<file path="config.mk">
export PLATFORM = sky130hd
export DESIGN_NAME = jesd204b_tx_link_ctrl
export DESIGN_NICKNAME = d
export VERILOG_FILES = /design/src/rtl/jesd204b_tx_link_ctrl.sv
export SDC_FILE = /design/constraint.sdc
export NUM_CORES = 1
export LEC_CHECK = 0
export BUFFER_PORTS_ARGS = -buffer_cell sky130_fd_sc_hd__buf_2
export CAP_MARGIN = 20
export CORE_AREA = 2 2 72 74
export DETAILED_ROUTE_END_ITERATION = 8
export DIE_AREA = 0 0 74 76
export GPL_TIMING_DRIVEN = 0
export PLACE_DENSITY = 0.79
export SETUP_SLACK_MARGIN = 0.05
export SLEW_MARGIN = 20
export SYNTH_ARGS = -nofsm -noshare
export SYNTH_HDL_FRONTEND = slang
export SYNTH_SLANG_ARGS = --single-unit
</file>
<file path="constraint.sdc">
create_clock -name clk -period 5.75 [get_ports clk]
set_clock_uncertainty 0.2 [all_clocks]
set_input_delay 1.15 -clock clk [delete_from_list [all_inputs] [get_ports clk]]
set_output_delay 1.15 -clock clk [all_outputs]
set_load 0.02 [all_outputs]
</file>
<file path="src/rtl/jesd204b_tx_link_ctrl.sv">
// JESD204B transmit link-layer sequencer for one lane: CGS, 4-multiframe ILAS, then data
// pass-through, with SYNC~ error-report counting and resynchronisation handling.
module jesd204b_tx_link_ctrl #(
    parameter int DATA_WIDTH = 32,
    parameter int MF_CYCLES  = 16,
    parameter bit SCRAMBLE   = 1'b1
) (
    input  logic                         clk,
    input  logic                         reset,
    input  logic                         sync_n,
    input  logic [DATA_WIDTH-1:0]        tx_data,
    output logic                         tx_ready,
    output logic [DATA_WIDTH-1:0]        out_data,
    output logic [3:0]                   out_k,
    output logic                         scr_en,
    output logic                         scr_rst,
    output logic [$clog2(MF_CYCLES)-1:0] lmfc_cnt,
    output logic [1:0]                   link_state,
    output logic [7:0]                   err_cnt
);

    localparam int CW = $clog2(MF_CYCLES);
    localparam logic [CW-1:0] LMFC_LAST = CW'(MF_CYCLES - 1);
    localparam logic [7:0]    OCT_LAST  = 8'(4 * MF_CYCLES - 1);

    typedef enum logic [1:0] {
        CGS  = 2'd0,
        ILAS = 2'd1,
        DATA = 2'd2
    } state_t;

    state_t                state, state_nxt;
    logic                  sync_m, sync_s;
    logic [1:0]            mf, mf_nxt;
    logic [1:0]            run_cnt, run_nxt;
    logic [7:0]            err_nxt;
    logic                  lmfc_wrap;
    logic [DATA_WIDTH-1:0] word;
    logic [3:0]            word_k;
    logic [7:0]            oct;

    assign lmfc_wrap  = (lmfc_cnt == LMFC_LAST);
    assign link_state = state;

    // NOTE: sequential state uses non-blocking assignments so every flop samples pre-edge values.
    always_ff @(posedge clk or negedge reset) begin
        if (!reset) begin
            sync_m   <= 1'b0;
            sync_s   <= 1'b0;
            lmfc_cnt <= '0;
            state    <= CGS;
            mf       <= '0;
            run_cnt  <= '0;
            err_cnt  <= '0;
        end else begin
            sync_m   <= sync_n;
            sync_s   <= sync_m;
            lmfc_cnt <= lmfc_wrap ? '0 : lmfc_cnt + CW'(1);
            state    <= state_nxt;
            mf       <= mf_nxt;
            run_cnt  <= run_nxt;
            err_cnt  <= err_nxt;
        end
    end

    // NOTE: every always_comb output gets a default first, so no path can infer a latch.
    always_comb begin
        state_nxt = state;
        mf_nxt    = mf;
        run_nxt   = run_cnt;
        err_nxt   = err_cnt;
        if (state == ILAS || state == DATA) begin
            if (state == ILAS && lmfc_wrap) begin
                mf_nxt = mf + 2'd1;
                if (mf == 2'd3)
                    state_nxt = DATA;
            end
            // A fourth consecutive low overrides ILAS completion and restarts from CGS.
            if (!sync_s) begin
                if (run_cnt == 2'd3) begin
                    state_nxt = CGS;
                    run_nxt   = '0;
                    mf_nxt    = '0;
                end else begin
                    run_nxt = run_cnt + 2'd1;
                end
            end else begin
                run_nxt = '0;
                if (run_cnt != 2'd0 && err_cnt != 8'hFF)
                    err_nxt = err_cnt + 8'd1;
            end
        end else begin
            run_nxt   = '0;
            mf_nxt    = '0;
            state_nxt = (sync_s && lmfc_wrap) ? ILAS : CGS;
        end
    end

    always_comb begin
        word   = '0;
        word_k = '0;
        oct    = '0;
        case (state)
            CGS: begin
                word   = {4{8'hBC}};
                word_k = 4'hF;
            end
            ILAS: begin
                for (int p = 0; p < 4; p++) begin
                    oct = 8'({lmfc_cnt, 2'(p)});
                    if (oct == 8'd0) begin
                        word[DATA_WIDTH-1-8*p -: 8] = 8'h1C;
                        word_k[3-p]                 = 1'b1;
                    end else if (oct == OCT_LAST) begin
                        word[DATA_WIDTH-1-8*p -: 8] = 8'h7C;
                        word_k[3-p]                 = 1'b1;
                    end else if (mf == 2'd1 && oct == 8'd1) begin
                        word[DATA_WIDTH-1-8*p -: 8] = 8'h9C;
                        word_k[3-p]                 = 1'b1;
                    end else begin
                        word[DATA_WIDTH-1-8*p -: 8] = oct;
                    end
                end
            end
            DATA: word = tx_data;
            default: ;
        endcase
    end

    always_ff @(posedge clk or negedge reset) begin
        if (!reset) begin
            out_data <= '0;
            out_k    <= '0;
            tx_ready <= 1'b0;
            scr_en   <= 1'b0;
            scr_rst  <= 1'b1;
        end else begin
            out_data <= word;
            out_k    <= word_k;
            tx_ready <= (state == DATA);
            scr_en   <= (state == DATA) && SCRAMBLE;
            scr_rst  <= (state != DATA);
        end
    end

endmodule
</file>
==> reports/qor.yml <==
power_and_ir_drop:
  switching_power_mw: 0.195
  power_frac_seq_pct: 45.9
  internal-power_mw: 0.728
  clkPwrFrac_pct: 47.5
  ir_worst_vdd_mv: 0.164
  combPwrFrac_pct: 6.6
  power_density_nw_per_um2: 296
  switching_share_pct: 21.2
  power.leakage_nw: 1.56
sta:
  hold_viol: 0
  relSlewSlack_pct: 52.8
  drv_slew: 0
  min_period_ns: 2.39
  layout_setup_ws_ns: 3.36
  tns_ns: 0
  fmax_mhz: 418
  rsz0062_at_grt: "false"
  worst_slew_pin_slew_ns: 0.708
  post-route-period-util_pct: 41.6
  finalSetupViolCount: 0
floorplanning:
  die_h_um: 76
  fp.dieArea_um2: 5620
  initial_utilization_pct: 48.1
  ios: 88
  rows: 26
  core_um2: 4910
  chipWidth_um: 74
synthesis:
  yosysSeqAreaShare_pct: 61.5
  yosys.area.top_type: "dfrtp_1"
  syn_inst: 204
  async_flop_share_pct: 100
  synthFlopType: "dfrtp_1"
  synth_cell_types: 40
  synth_area_leaders: "dfrtp_1 (60%), ha_1 (5.8%), a21oi_1 (5.3%)"
  syn-cell-area_um2: 2360
  yosysWarnings: 0
  ys_seq_elements: 58
  avgSynthCellArea_um2: 11.6
  synth_nets: 250
  synth_edf_count: 0
  synthDominantCellAreaShare_pct: 60.4
route:
  vias: 1879
  ant_nets: 0
  drtPass1Iterations: 4
  drc: 0
  routedWlPerCell_um: 13.9
  drt-initial-drc-count: 84
  viasPerCell: 4.98
  totalWireLength_mm: 5.25
grt:
  grt_overflow: 0
  grt_use_total_pct: 20.4
  grt_antenna_before_repair: 0
  grt_pass1_vias: 1846
  grt_max_degree: 59
  grt_pass1_wl_mm: 8.56
clock_network:
  numCtsBuffers: 9
  cts_hold_buf: 0
  clk_latency_ns: 0.33
  cts.path.max_buffers: 2
  numClockSinks: 58
  cts_max_level: 3
  cts.clk_slew.worst_paths_ns: 0.06
  post_cts_buffers: 0
  post_cts_resized: 0
  cts-root-buf: "clkbuf_8"
  cts_tree: "built"
hold_path:
  min-delay-start: "sync_m$_DFF_PN0_"
  hold-path-endpoint: "sync_s$_DFF_PN0_"
  min_path_cells: 0
  hold_class: "reg2reg"
final_layout:
  mostFrequentLayoutCells: "buf_2 (87), dfrtp_1 (57), a21oi_1 (25)"
  area_delta_synth_final_pct: 32.1
  fill_cells: 410
  ff_latch_area_um2: 1450
  num_antenna_cells: 0
  final_common_cell: "buf_2"
  stdcell_area_um2: 3120
  fin_nets: 348
  drive_above_1_share_pct: 37.5
  multiInputGateArea_um2: 825
job:
  cap_violations: 0
outcome:
  status: "finished, final reports clean"
critical_path:
  r2r_setup_slack_ns: 3.69
  r2r_start: "link_state[0]$_DFF_PN0_"
  cp_max_fo: 7
  cp.arrival_ns: 1.04
  crit_family: "flip-flops"
  endpoint_kind: "primary output"
  worstSetupPathType: "reg2out"
  cp_slowest_stage_delay_ns: 0.48
  crit_chain: "buf_2"
  reg2reg_to: "err_cnt[6]$_DFFE_PN0P_"
  crit_required_ns: 4.40
  ff2ff_path_depth: 5
  start_kind: "register"
  slowest_stage: "dfrtp_1"
  crit_buf_inv: 1
place:
  post-place-ws_ns: 3.68
  portBuffers: 87
  gp_congestion: 0.810
  post_dp_cell_area_um2: 2890
  hpwl_mm: 3.69
==> layout make-up <==
| cell class | count | area share [%] |
|---|---|---|
| clock buffer | 10 | 4.09 |
| buffer | 8 | 1.12 |
| timing repair buffer | 87 | 14.0 |
| sequential | 58 | 46.6 |
| multi-input combinational | 125 | 26.4 |
| inverter | 13 | 1.56 |
| clock inverter | 6 | 3.37 |
| tap | 70 | 2.81 |
==> registers in the layout, indices dropped and copies added, names as in the netlist <==
signal	count
sync_m	1
err_cnt	8
run_cnt	2
out_k	4
scr_en	1
scr_rst	1
link_state	2
mf	2
sync_s	1
lmfc_cnt	4
out_data	32
==> cells by family (layout without fill, tap and decap cells) <==
logic type      after synthesis  after routing  synth area share [%]
flops                        58             58                  61.5
compound gates               44             44                  11.1
buf+inv                      21            124                  3.55
fa+ha+maj                    11             11                  5.83
mux                           3              3                  1.59
xor+xnor                      5              5                  1.86
simple gates                 62             62                  14.5
==> synthesized netlist by cell type (all sizes together), types with 2 or more instances <==
master	instances
mux2	3
buf	2
a211oi	2
and2	8
a21oi	25
xnor2	2
xor2	3
ha	11
nand4	2
inv	13
nand3	4
o21ai	3
nor2	6
nand2b	5
a31oi	8
clkbuf	6
nand2	23
dfrtp	57
nand3b	2
nor3	2
and3	2
a31o	2
==> power groups by stage <==
stage	Sequential (mW)	Clock [mW]	Combinational, mW
final	0.423	0.438	0.0612
after global routing	0.425	0.466	0.0672
after CTS	0.423	0.447	0.0619
after detailed placement	0.431	0	0.0614
after global placement	0.431	0	0.0604
after floorplan	0.446	0	0.0133
==> worst max path at each step <==
stage                            startpoint                      to  cells past startpoint
finish                lmfc_cnt[2]$_DFF_PN0_             lmfc_cnt[2]                      1
global route          lmfc_cnt[2]$_DFF_PN0_             lmfc_cnt[2]                      1
CTS                   lmfc_cnt[2]$_DFF_PN0_             lmfc_cnt[2]                      1
detailed placement  link_state[0]$_DFF_PN0_  err_cnt[6]$_DFFE_PN0P_                      5
global placement                      reset  out_data[24]$_DFF_PN0_                      1
floorplan           link_state[0]$_DFF_PN0_  err_cnt[7]$_DFFE_PN0P_                      5
==> through the flow <==
step                      util [%]  std cells  hold slack [ns]  power, mW
after detailed placement      58.8        361            0.145      0.492
after floorplan                  -        204            0.131      0.459
after CTS                     63.5        377            0.159      0.932
final                         63.5        377            0.153      0.923
after global routing          63.5        377            0.173      0.958
after global placement        58.7        361            0.136      0.491
==> layer usage <==
layer	track usage, %	wire length [um]	share of wire [%]	vias to the layer above
met4	11.1	156	3.0	0
met1	24.5	2130	41	899
met3	6.08	338	6.4	14
met2	32.1	2620	50	71
met5	0	0	0	-
li1	-	-	-	895
(Power assumes the default switching activity.)
